===== config.mk =====
export PLATFORM = sky130hd
export DESIGN_NAME = row_sequencer_flat
export DESIGN_NICKNAME = d
export VERILOG_FILES = /design/src/rtl/row_sequencer_if.sv /design/src/rtl/row_sequencer.sv /design/src/flat_wrapper.sv
export SDC_FILE = /design/constraint.sdc
export NUM_CORES = 1
export LEC_CHECK = 0
export ABC_AREA = 1
export CORE_MARGIN = 1
export CORE_UTILIZATION = 55
export DETAILED_ROUTE_END_ITERATION = 10
export GPL_ROUTABILITY_DRIVEN = 1
export PLACE_DENSITY = 0.87
export SLEW_MARGIN = 20
export SYNTH_ARGS = -nofsm -noshare
export SYNTH_HDL_FRONTEND = slang
export SYNTH_SLANG_ARGS = --single-unit

===== constraint.sdc =====
create_clock -name clk -period 6.1 [get_ports clk]
set_input_delay 0.915 -clock clk [delete_from_list [all_inputs] [get_ports clk]]
set_output_delay 0.915 -clock clk [all_outputs]
set_load 0.01 [all_outputs]

===== src/rtl/row_sequencer_if.sv =====
// Trace-result handshake from the wall tracer into the row sequencer.
// The tracer is the master; the sequencer is the slave.
interface row_sequencer_if;
    logic        valid;
    logic        ready;
    logic        side;
    logic [10:0] size;
    logic [5:0]  texu;

    modport master (output valid, side, size, texu, input ready);
    modport slave  (input valid, side, size, texu, output ready);
endinterface


===== src/rtl/row_sequencer.sv =====
// Per-line scheduler for the row renderer: double-buffers one trace result per line,
// derives the texture-v step/offset in hblank, and walks texv across the visible span.
module row_sequencer #(
    parameter int H_VIEW = 640
) (
    input  logic        clk,
    input  logic        reset_n,
    input  logic        line_start,
    input  logic        visible,
    input  logic [9:0]  hpos,
    row_sequencer_if.slave trace,
    output logic        side,
    output logic [10:0] size,
    output logic [5:0]  texu,
    output logic [5:0]  texv,
    output logic        row_valid,
    output logic        busy,
    output logic        underrun,
    output logic [7:0]  underrun_count
);
    localparam int HALF = H_VIEW / 2;
    localparam logic signed [11:0] HALF_S = 12'(HALF);

    typedef enum logic [2:0] {IDLE, DIV, MUL, ARM, RUN} state_t;

    function automatic logic [15:0] sat_add16(input logic [15:0] a, input logic [15:0] b);
        logic [16:0] s;
        s = {1'b0, a} + {1'b0, b};
        return s[16] ? 16'hFFFF : s[15:0];
    endfunction

    function automatic logic [7:0] sat_inc8(input logic [7:0] a);
        return (a == 8'hFF) ? a : a + 8'd1;
    endfunction

    state_t      state;
    logic        ready_r;
    logic        pend_full;
    logic        pend_side;
    logic [10:0] pend_size;
    logic [5:0]  pend_texu;
    logic [3:0]  cnt;
    logic [10:0] rem;
    logic [15:0] quo;
    logic [15:0] step;
    logic [15:0] mcand;
    logic [10:0] mplier;
    logic [15:0] acc0;
    logic [15:0] acc;

    logic        handshake;
    logic        pend_full_nxt;
    logic        in_span;
    logic [11:0] div_shift;
    logic        div_ge;
    logic [10:0] div_rem_nxt;
    logic [15:0] div_quo_nxt;
    logic [10:0] mul_op;
    logic [15:0] mul_add;

    assign trace.ready = ready_r;
    assign handshake   = trace.valid && ready_r;
    assign pend_full_nxt = line_start ? 1'b0 : (handshake ? 1'b1 : pend_full);

    // Same hit test as the renderer; HALF+size may wrap only when size > HALF already holds.
    always_comb begin
        logic signed [11:0] size_s;
        logic signed [11:0] hpos_s;
        size_s  = signed'({1'b0, size});
        hpos_s  = signed'({2'b0, hpos});
        in_span = (size_s > HALF_S) ||
                  ((HALF_S - size_s <= hpos_s) && (hpos_s <= HALF_S + size_s));
    end

    // Restoring division of 32768 by size: quo starts as the dividend and fills with quotient bits.
    always_comb begin
        div_shift   = {rem, quo[15]};
        div_ge      = div_shift >= {1'b0, size};
        div_rem_nxt = div_ge ? 11'(div_shift - {1'b0, size}) : div_shift[10:0];
        div_quo_nxt = {quo[14:0], div_ge};
        mul_op      = (size > 11'(HALF)) ? size - 11'(HALF) : 11'd0;
        mul_add     = mplier[0] ? mcand : 16'd0;
    end

    always_comb begin
        texv = 6'd0;
        if (row_valid && in_span && (state == RUN || (state == ARM && visible)))
            texv = acc[15:10];
    end

    always_ff @(posedge clk) begin
        if (!reset_n) begin
            state          <= IDLE;
            ready_r        <= 1'b0;
            pend_full      <= 1'b0;
            pend_side      <= 1'b0;
            pend_size      <= '0;
            pend_texu      <= '0;
            side           <= 1'b0;
            size           <= '0;
            texu           <= '0;
            row_valid      <= 1'b0;
            busy           <= 1'b0;
            underrun       <= 1'b0;
            underrun_count <= '0;
            cnt            <= '0;
            rem            <= '0;
            quo            <= '0;
            step           <= '0;
            mcand          <= '0;
            mplier         <= '0;
            acc0           <= '0;
            acc            <= '0;
        end else begin
            underrun  <= 1'b0;
            pend_full <= pend_full_nxt;
            ready_r   <= !pend_full_nxt;
            if (handshake && !line_start) begin
                pend_side <= trace.side;
                pend_size <= trace.size;
                pend_texu <= trace.texu;
            end

            if (line_start) begin
                if (pend_full || handshake) begin
                    side      <= pend_full ? pend_side : trace.side;
                    size      <= pend_full ? pend_size : trace.size;
                    texu      <= pend_full ? pend_texu : trace.texu;
                    row_valid <= 1'b1;
                    state     <= DIV;
                    busy      <= 1'b1;
                    cnt       <= '0;
                    rem       <= '0;
                    quo       <= 16'h8000;
                end else begin
                    row_valid      <= 1'b0;
                    underrun       <= 1'b1;
                    underrun_count <= sat_inc8(underrun_count);
                    state          <= ARM;
                    busy           <= 1'b0;
                    acc            <= '0;
                    step           <= '0;
                end
            end else begin
                case (state)
                    DIV: begin
                        if (size == 11'd0 || cnt == 4'd15) begin
                            step   <= (size == 11'd0) ? 16'd0 : div_quo_nxt;
                            mcand  <= (size == 11'd0) ? 16'd0 : div_quo_nxt;
                            mplier <= mul_op;
                            acc0   <= '0;
                            cnt    <= '0;
                            state  <= MUL;
                        end else begin
                            rem <= div_rem_nxt;
                            quo <= div_quo_nxt;
                            cnt <= cnt + 4'd1;
                        end
                    end
                    MUL: begin
                        // Product is known to fit 16 bits, so wrapped high partials never matter.
                        acc0   <= acc0 + mul_add;
                        mcand  <= {mcand[14:0], 1'b0};
                        mplier <= {1'b0, mplier[10:1]};
                        cnt    <= cnt + 4'd1;
                        if (cnt == 4'd10) begin
                            acc   <= acc0 + mul_add;
                            busy  <= 1'b0;
                            state <= ARM;
                        end
                    end
                    ARM: begin
                        if (visible) begin
                            state <= RUN;
                            if (in_span)
                                acc <= sat_add16(acc, step);
                        end
                    end
                    RUN: begin
                        if (!visible)
                            state <= IDLE;
                        else if (in_span)
                            acc <= sat_add16(acc, step);
                    end
                    default: state <= IDLE;
                endcase
            end
        end
    end
endmodule


===== src/flat_wrapper.sv =====
// flat-port wrapper written by rule: the top's interface ports become plain ports
module row_sequencer_flat 
#(
    parameter int H_VIEW = 640
)
  (clk, reset_n, line_start, visible, hpos, side, size, texu, texv, row_valid, busy, underrun, underrun_count, trace_valid, trace_side, trace_size, trace_texu, trace_ready);
  row_sequencer_if trace_i ();
  input  logic clk;
  input  logic reset_n;
  input  logic line_start;
  input  logic visible;
  input  logic [9:0] hpos;
  output logic side;
  output logic [10:0] size;
  output logic [5:0] texu;
  output logic [5:0] texv;
  output logic row_valid;
  output logic busy;
  output logic underrun;
  output logic [7:0] underrun_count;
  input wire logic [$bits(trace_i.valid)-1:0] trace_valid;
  input wire logic [$bits(trace_i.side)-1:0] trace_side;
  input wire logic [$bits(trace_i.size)-1:0] trace_size;
  input wire logic [$bits(trace_i.texu)-1:0] trace_texu;
  output wire logic [$bits(trace_i.ready)-1:0] trace_ready;
  assign trace_i.valid = trace_valid;
  assign trace_i.side = trace_side;
  assign trace_i.size = trace_size;
  assign trace_i.texu = trace_texu;
  assign trace_ready = trace_i.ready;
  row_sequencer #(.H_VIEW(H_VIEW)) u_core (.clk(clk), .reset_n(reset_n), .line_start(line_start), .visible(visible), .hpos(hpos), .trace(trace_i), .side(side), .size(size), .texu(texu), .texv(texv), .row_valid(row_valid), .busy(busy), .underrun(underrun), .underrun_count(underrun_count));
endmodule

==> impl_metrics.ini, run 1 <==
[synth]
ys_ff_latch = 158
netlist_area_um2 = 9900
synth_area_leader_cell = dfxtp_1
ys_top_cells_by_count = nand2_1, a21oi_1, inv_1, dfxtp_1, nor2_1
synth_cell_types = 55
yosys_warnings = 0
syn_avg_cell_area_um2 = 6.80
ys_seq_area_share_pct = 32.0
synth_top_area_share_pct = 32.0
async_flop_share_pct = 0
syn_nets = 1562
yosysMostFrequentCell = nand2_1
synthFlopType = dfxtp_1
ys_top_cells_by_area = dfxtp_1, nand2_1, a21oi_1
synth_edf_count = 0
syn-instance-count = 1456

[sta]
post-route-period-util_pct = 80.8
setup_viol = 0
tightestPinTransition_ns = 1.08
final_hold_viol_count = 0
slew_headroom_pct = 27.5
rsz0062_at_grt = no
fin_crit_ns = 4.93
skew_ns = 0.00955
max_freq_mhz = 203
slew_viol_final = 0
finalSetupTns_ns = 0

[critical_path]
start_kind = register
crit_chain = inv_1, ha_1, nand3_2, nor2_2, nand2_2, inv_2, nand2_1, nand2_1, xor2_1, ha_1, nand2_1, nor2_1, nand3_1, nand2_1, nand2_1, nand2_1, nand2_2, nand2_1, o2111ai_1, nor2_1, clkdlybuf4s50_1
worstPathArrival_ns = 4.01
required_ns = 5.18
end_kind = output pin
crit_fanout = 6
crit_path_max_incr_delay_ns = 0.56
slowest_stage = clkdlybuf4s50_1
setup.worst_path.class = register to output pin
crit_top_cell = nand2_1

[floorplanning]
row_count = 48
die_x_um = 136
io_pins = 69
initial_core_util_pct = 56.8
die_h_um = 136
design.die.area_um2 = 18500
coreArea_um2 = 17400

[clock_network]
clk_latency_ns = 0.43
htreeDepth = 4
ctsResizeCount = 0
clk_pin_slew_ns = 0.07
cts_num_sinks = 158
cts_setup_buffers = 0
cts_tree = built
cts-root-buf = clkbuf_16
cts-buffers-inserted = 17
postCtsHoldBufs = 0
cts_buffer_depth = 2

[status]
status = finished, final reports clean

[final_layout]
fillers = 1493
regArea_um2 = 3160
antennaDiodeCount = 0
final_core_util_pct = 64.4
areaGrowthSynthToFinish_pct = 13.3
multi_input_area_um2 = 5800
nets = 1598
drive_gt1_share_pct = 5.85

[routing]
drt-total-wl_um = 25100
wl_met1_um = 11600
dr_wl_met3_um = 1360
top_layer = met4
routed_via_density = 5.53
vias = 9559
wl_met2_um = 11400
wire_per_inst_um = 14.5
drt-pass1-iter-count = 7
ant_nets = 0
drt_iter0_markers = 820
drc = 0

[global_route]
grt_usage_pct = 28.4
grt_pass1_wl_um = 42200
grt_max_degree = 63
antenna_found_initial = 0
grt-ovfl-total = 0
grt_pass1_vias = 8984

[power]
peakVddDrop_v = 0.000261
leakage_nw = 4.94
power-per-cell-area_nw_per_um2 = 247
power_mw = 2.77

[worst_hold_path]
hp-class = register to register

[job]
max_cap_violations = 0

[place]
hpwl_um = 18300
port_buffers = 68
place.gp.congestion = 0.974
[cells in the final DEF, fill, tap and decap left out, types with 4 or more instances in the layout]
master	instances
nor2_1	105
nand4_1	28
a21o_1	4
o22ai_1	5
nand2_1	376
inv_1	164
a21oi_2	10
dfxtp_1	157
nand3_2	4
ha_1	70
buf_4	4
clkinvlp_4	5
clkdlybuf4s50_1	68
a31oi_1	21
xor2_1	24
inv_2	6
clkbuf_16	17
nor3_1	10
a22oi_1	4
nand3_1	72
inv_6	6
o21ai_0	73
o21ai_1	11
a21oi_1	188
nor2_2	5
xnor2_1	9
[registers in the layout, indices dropped and copies added, names as in the netlist, 8 cells and up]
register and cells:
u_core.acc 16, u_core.quo 16, u_core.step 16, u_core.rem 11, u_core.size 11, u_core.mcand 16
u_core.mplier 11, u_core.underrun_count 8, u_core.pend_size 11, u_core.acc0 16
[power by group]
| group | internal (mW) | switching, mW | leakage (nW) |
|---|---|---|---|
| logic | 0.215 | 0.424 | 3.40 |
| registers | 1.07 | 0.0362 | 1.28 |
| clock network | 0.569 | 0.459 | 0.259 |
[logic make-up after synthesis]
family / after synthesis / synth area share, %
flip-flops: 158 / 32.0
buffers and inverters: 231 / 9.58
adder cells (fa/ha/maj): 73 / 9.46
AO/OA/AOI/OAI: 334 / 18.5
XOR/XNOR: 33 / 2.92
AND/OR/NAND/NOR: 627 / 27.6
[critical path: cells and delay by family, from the launching register on]
family	cells	cell delay, ns
DFF	1	0.51
AOI/OAI and AO/OA	1	0.32
buffers and inverters	3	0.81
adders and majority gates	2	0.57
and+or+nand+nor	14	1.20
xor gates and xnor gates	1	0.15
[worst paths after layout]
kind	startpoint	end	slack, ns	cells after the start
max	u_core.size[1]$_SDFFE_PN0P_	texv[2]	1.17	21
min	u_core.mplier[10]$_SDFFE_PN0P_	u_core.mplier[10]$_SDFFE_PN0P_	0.46	2
max reg2reg	u_core.size[1]$_SDFFE_PN0P_	u_core.acc[9]$_SDFFE_PN0P_	2.81	21
min reg2reg	u_core.mplier[10]$_SDFFE_PN0P_	u_core.mplier[10]$_SDFFE_PN0P_	0.46	2
[area by class of cell]
cell class	instances	area share [%]
multi-input cells	1067	51.7
flip-flops and latches	158	28.2
repair buffers	73	6.58
inverters	175	5.97
clock buffers	19	3.86
well taps	225	2.51
clock inverters	13	1.14
[per-stage QoR]
stage               instances  hold slack [ns]  area, µm²  setup WS, ns
CTS                      1729            0.465      11200          1.20
global route             1730            0.482      11200         0.925
global placement         1697            0.451      10600          1.63
detailed placement       1697            0.454      10600          1.58
finish                   1730            0.460      11200          1.17
floorplan                1456            0.440       9900          2.65
[per-layer routing]
layer	vias to the layer above	global-route usage, %
met5	-	0
met4	0	12.2
met3	64	4.74
met2	310	45.9
met1	4299	37.3
li1	4886	-
(Power assumes the default switching activity.)
==> inputs of run 2 (changes only) <==
==> constraint.sdc (replaced) <==
create_clock -name clk -period 5.1 [get_ports clk]
set_input_delay 0.765 -clock clk [delete_from_list [all_inputs] [get_ports clk]]
set_output_delay 0.765 -clock clk [all_outputs]
set_load 0.01 [all_outputs]
==> run 2 against run 1 <==
Net effect:
- design area grew 0.74%
- clock skew grew 0.0026 ns
- setup slack lost 0.79 ns
- sequential cell count is the same
- combinational power grew 21%
==> impl_metrics.ini, run 2 (synthesized netlist as in run 1, its figures left out) <==
[critical_path]
worstPathArrival_ns = 3.95
required_ns = 4.34
end_kind = output pin
r2r_cells = 21
start_kind = register
crit_fanout = 6
setup.worst_path.class = register to output pin
r2r_slack_ns = 1.91

[place]
place.gp.congestion = 0.954
port_buffers = 68
hpwl_um = 18500
place_ws_ns = 0.873

[routing]
drc = 0
ant_nets = 0
drt_iter0_markers = 822
routed_via_density = 5.64
drt-total-wl_um = 25700
vias = 9783
wire_per_inst_um = 14.8
drt-pass1-iter-count = 6

[final_layout]
final_common_cell = nand2_1
final_core_util_pct = 64.8
layout_common_cells = nand2_1, a21oi_1, inv_1, dfxtp_1, nor2_1
areaGrowthSynthToFinish_pct = 14.1
nets = 1602
drive_gt1_share_pct = 6.16
antennaDiodeCount = 0
fillers = 1475

[floorplanning]
coreArea_um2 = 17400
design.die.area_um2 = 18500
die_h_um = 136
die_x_um = 136
initial_core_util_pct = 56.8
io_pins = 69
row_count = 48

[clock_network]
cts-buffers-inserted = 17
cts_tree = built
postCtsHoldBufs = 0
cts_setup_buffers = 0
cts-root-buf = clkbuf_16
clk_latency_ns = 0.44
clk_pin_slew_ns = 0.07
cts_buffer_depth = 2
ctsResizeCount = 0
htreeDepth = 4
cts_num_sinks = 158

[status]
status = finished, final reports clean

[sta]
max_freq_mhz = 212
rsz0062_at_grt = no
post-route-period-util_pct = 92.5
finalSetupTns_ns = 0
slew_headroom_pct = 33.5
slew_viol_final = 0
fin_crit_ns = 4.72
skew_ns = 0.0121
setup_slack_ns = 0.384
setup_viol = 0
tightestPinTransition_ns = 0.995
final_hold_viol_count = 0

[power]
leakage_nw = 5.00
netSwitchingPower_mw = 1.13
power-per-cell-area_nw_per_um2 = 302
pwr-share-comb_pct = 22.6
peakVddDrop_v = 0.000354
clkPwrFrac_pct = 38.9
power.share.switching_pct = 33.0
p_seq_share_pct = 38.5
p_int_mw = 2.29

[global_route]
grt_max_degree = 62
grt_pass1_wl_um = 42200
antenna_found_initial = 0
grt_usage_pct = 28.4
grt_pass1_vias = 8960
grt-ovfl-total = 0

[worst_hold_path]
holdPathStages = 2
hp-class = register to register

[job]
max_cap_violations = 0
[run 2: power by group through the flow]
stage / combinational, mW / sequential, mW / clock, mW
after floorplan: 0.571 / 1.34 / 0
after global placement: 0.728 / 1.34 / 0
after detailed placement: 0.748 / 1.34 / 0
after CTS: 0.754 / 1.31 / 1.33
after global routing: 0.853 / 1.32 / 1.38
final: 0.770 / 1.31 / 1.33
[run 2: path summary, 6_finish.rpt]
| check | start | end |
|---|---|---|
| worst max-delay path | u_core.size[1]$_SDFFE_PN0P_ | texv[1] |
| worst min-delay path | u_core.acc0[15]$_SDFFE_PN0P_ | u_core.acc0[15]$_SDFFE_PN0P_ |
| worst max register to register | u_core.size[1]$_SDFFE_PN0P_ | u_core.acc[0]$_SDFFE_PN0P_ |
| worst min register to register | u_core.acc0[15]$_SDFFE_PN0P_ | u_core.acc0[15]$_SDFFE_PN0P_ |
[run 2: final cells by class]
class                      count  area [µm²]  area share [%]
timing repair buffer          77         768            6.80
multi-input combinational   1067        5800            51.3
clock buffer                  18         439            3.89
tap                          225         282            2.49
inverter                     175         669            5.93
clock inverter                14         175            1.55
sequential                   158        3160            28.0
[run 2: stage by stage]
stage               hold WS (ns)  cells  power, mW  area (µm²)
floorplan                  0.440   1456       1.91        9900
global placement           0.451   1701       2.07       10600
detailed placement         0.455   1701       2.09       10600
CTS                        0.466   1733       3.40       11300
global route               0.480   1734       3.55       11300
finish                     0.461   1734       3.41       11300
[run 2: critical path: stages (launching register included)]
cell and delay [ns]:
dfxtp_1 0.50, inv_1 0.16, ha_1 0.26, nand3_2 0.11, nor2_2 0.04, nand2_2 0.08, inv_2 0.06, nand2_1 0.08
nand2_1 0.07, xor2_1 0.14, ha_1 0.27, nand2_1 0.08, nor2_1 0.12, nand3_1 0.08, nand2_1 0.07, nand2_1 0.05
nand2_1 0.06, nand2_2 0.11, nand2_1 0.10, o2111ai_1 0.31, nor2_1 0.20, clkdlybuf4s50_1 0.56
[run 2: per-layer routing]
| metal | track usage (%) | wire [µm] |
|---|---|---|
| met5 | 0 | 0 |
| met1 | 36.7 | 11400 |
| met4 | 12.7 | 786 |
| met3 | 4.88 | 1460 |
| met2 | 46.3 | 12000 |
==> inputs of run 3 (changes only) <==
--- a/config.mk
+++ b/config.mk
@@ -7,10 +7,12 @@
 export LEC_CHECK = 0
 export ABC_AREA = 1
 export CORE_MARGIN = 1
-export CORE_UTILIZATION = 55
+export CORE_UTILIZATION = 44
+export CTS_CLUSTER_DIAMETER = 50
 export DETAILED_ROUTE_END_ITERATION = 10
 export GPL_ROUTABILITY_DRIVEN = 1
-export PLACE_DENSITY = 0.87
+export PLACE_DENSITY = 0.75
+export SKIP_CTS_REPAIR_TIMING = 1
 export SLEW_MARGIN = 20
 export SYNTH_ARGS = -nofsm -noshare
 export SYNTH_HDL_FRONTEND = slang
==> run 3 against run 2 <==
Net effect:
- sequential power about the same
- total power increased by 1.7%
- die area increased by 25%
- setup slack improved by 0.055 ns
- critical path type unchanged
- critical endpoint is now texv[0]
==> impl_metrics.ini, run 3 (synthesized netlist as in run 1, its figures left out) <==
[critical_path]
end_kind = output pin
r2r_cells = 21
slowest_stage = clkdlybuf4s50_1
crit_top_cell = nand2_1
crit_path_max_incr_delay_ns = 0.57
worstPathArrival_ns = 3.90
crit_fanout = 7
start_kind = register
crit_chain = inv_1, ha_1, nand3_2, nor2_2, nand2_2, inv_2, nand2_1, nand2_1, xor2_1, ha_1, nand2_1, nor2_1, nand3_1, nand2_1, nand2_1, nand2_1, nand2_2, nand2_1, o2111ai_2, nor2_1, clkdlybuf4s50_1
setup.worst_path.class = register to output pin
required_ns = 4.34

[clock_network]
htreeDepth = 4
cts-buffers-inserted = 17
cts_num_sinks = 158
clk_pin_slew_ns = 0.07
cts-root-buf = clkbuf_16
cts_tree = built
clk_latency_ns = 0.43
cts_buffer_depth = 2

[routing]
vias = 9503
drt-total-wl_um = 25800
drt_iter0_markers = 664
ant_nets = 0
drc = 0
wire_per_inst_um = 14.4
drt-pass1-iter-count = 5
routed_via_density = 5.31

[sta]
setup_viol = 0
fin_crit_ns = 4.66
slew_headroom_pct = 31.8
tightestPinTransition_ns = 1.02
slew_viol_final = 0
final_hold_viol_count = 0
rsz0062_at_grt = no
post-route-period-util_pct = 91.4
hold_ws_ns = 0.466
max_freq_mhz = 215
finalSetupTns_ns = 0
skew_ns = 0.0120

[final_layout]
layout_common_cells = nand2_1, a21oi_1, inv_1, dfxtp_1, nor2_1
drive_gt1_share_pct = 6.23
final_common_cell = nand2_1
antennaDiodeCount = 0
fillers = 2167
fin_area_um2 = 11400
nets = 1603
areaGrowthSynthToFinish_pct = 15.1

[place]
placed_area_um2 = 10700
hpwl_um = 18700
place.gp.congestion = 0.893
port_buffers = 68

[global_route]
grt_max_degree = 68
grt_pass1_wl_um = 43600
grt-ovfl-total = 0
grt_pass1_vias = 9009
antenna_found_initial = 0
grt_usage_pct = 22.9

[floorplanning]
die_x_um = 152
coreArea_um2 = 22000
row_count = 54
io_pins = 69
design.die.area_um2 = 23100
die_h_um = 152
initial_core_util_pct = 45.1

[worst_hold_path]
hp-class = register to register
holdPathStages = 2

[status]
status = finished, final reports clean

[power]
leakage_nw = 5.01
power-per-cell-area_nw_per_um2 = 305
peakVddDrop_v = 0.000200

[job]
max_cap_violations = 0
run 3: changes by cell type in the layout (fill, tap and decap cells not counted):
cell,previous run,this run
clkinvlp_4,2,3
clkbuf_1,0,1
bufinv_16,2,4
clkinv_8,1,0
clkinv_4,3,0
clkbuf_8,1,0
o2111ai_2,0,1
o2111ai_1,2,1
clkinv_2,2,3
buf_4,8,9
run 3: report_power, final:
group | leakage [nW] | internal [mW] | switching [mW]
Combinational | 3.43 | 0.259 | 0.510
Clock | 0.302 | 0.831 | 0.557
Sequential | 1.28 | 1.28 | 0.0387
Total | 5.01 | 2.37 | 1.11
run 3: worst max-delay path: cells and delay by family, from the launching register on:
kind	cells	cell delay, ns
buffers and inverters	3	0.74
AO/OA/AOI/OAI	1	0.29
flip-flops	1	0.52
AND/OR/NAND/NOR	14	1.22
adder cells (fa/ha/maj)	2	0.55
XOR/XNOR	1	0.15
run 3: final cells by class:
class                   count  area [µm²]  share of cell area (%)
clock inverters            14         205                    1.80
inverters                 175         669                    5.87
flip-flops and latches    158        3160                    27.8
clock buffers              18         429                    3.77
repair buffers             78         776                    6.81
multi-input cells        1067        5800                    50.9
well taps                 280         350                    3.07
run 3: layer usage:
layer | wire, µm | vias up | track usage [%] | share of wire [%]
met4 | 521 | 0 | 7.05 | 2.0
li1 | - | 4885 | - | -
met5 | 0 | - | 0 | 0
met2 | 12000 | 221 | 38.8 | 47
met1 | 12200 | 4359 | 29.6 | 47
met3 | 1120 | 38 | 4.19 | 4.3
run 3: stage by stage:
stage                     setup slack, ns  instances  util (%)  power, mW
after floorplan                      1.80       1456         -       1.91
after detailed placement            0.781       1757      48.8       2.09
after global routing                0.174       1790      51.9       3.64
after CTS                           0.321       1789      51.7       3.47
final                               0.439       1790      51.9       3.47
after global placement              0.812       1757      48.8       2.08
run 3: final timing paths:
check / slack, ns / end / from
setup / recovery: 0.44 / texv[0] / u_core.size[0]$_SDFFE_PN0P_
setup reg to reg: 1.90 / u_core.acc[0]$_SDFFE_PN0P_ / u_core.size[0]$_SDFFE_PN0P_
hold reg to reg: 0.47 / u_core.acc0[15]$_SDFFE_PN0P_ / u_core.acc0[15]$_SDFFE_PN0P_
hold / removal: 0.47 / u_core.acc0[15]$_SDFFE_PN0P_ / u_core.acc0[15]$_SDFFE_PN0P_
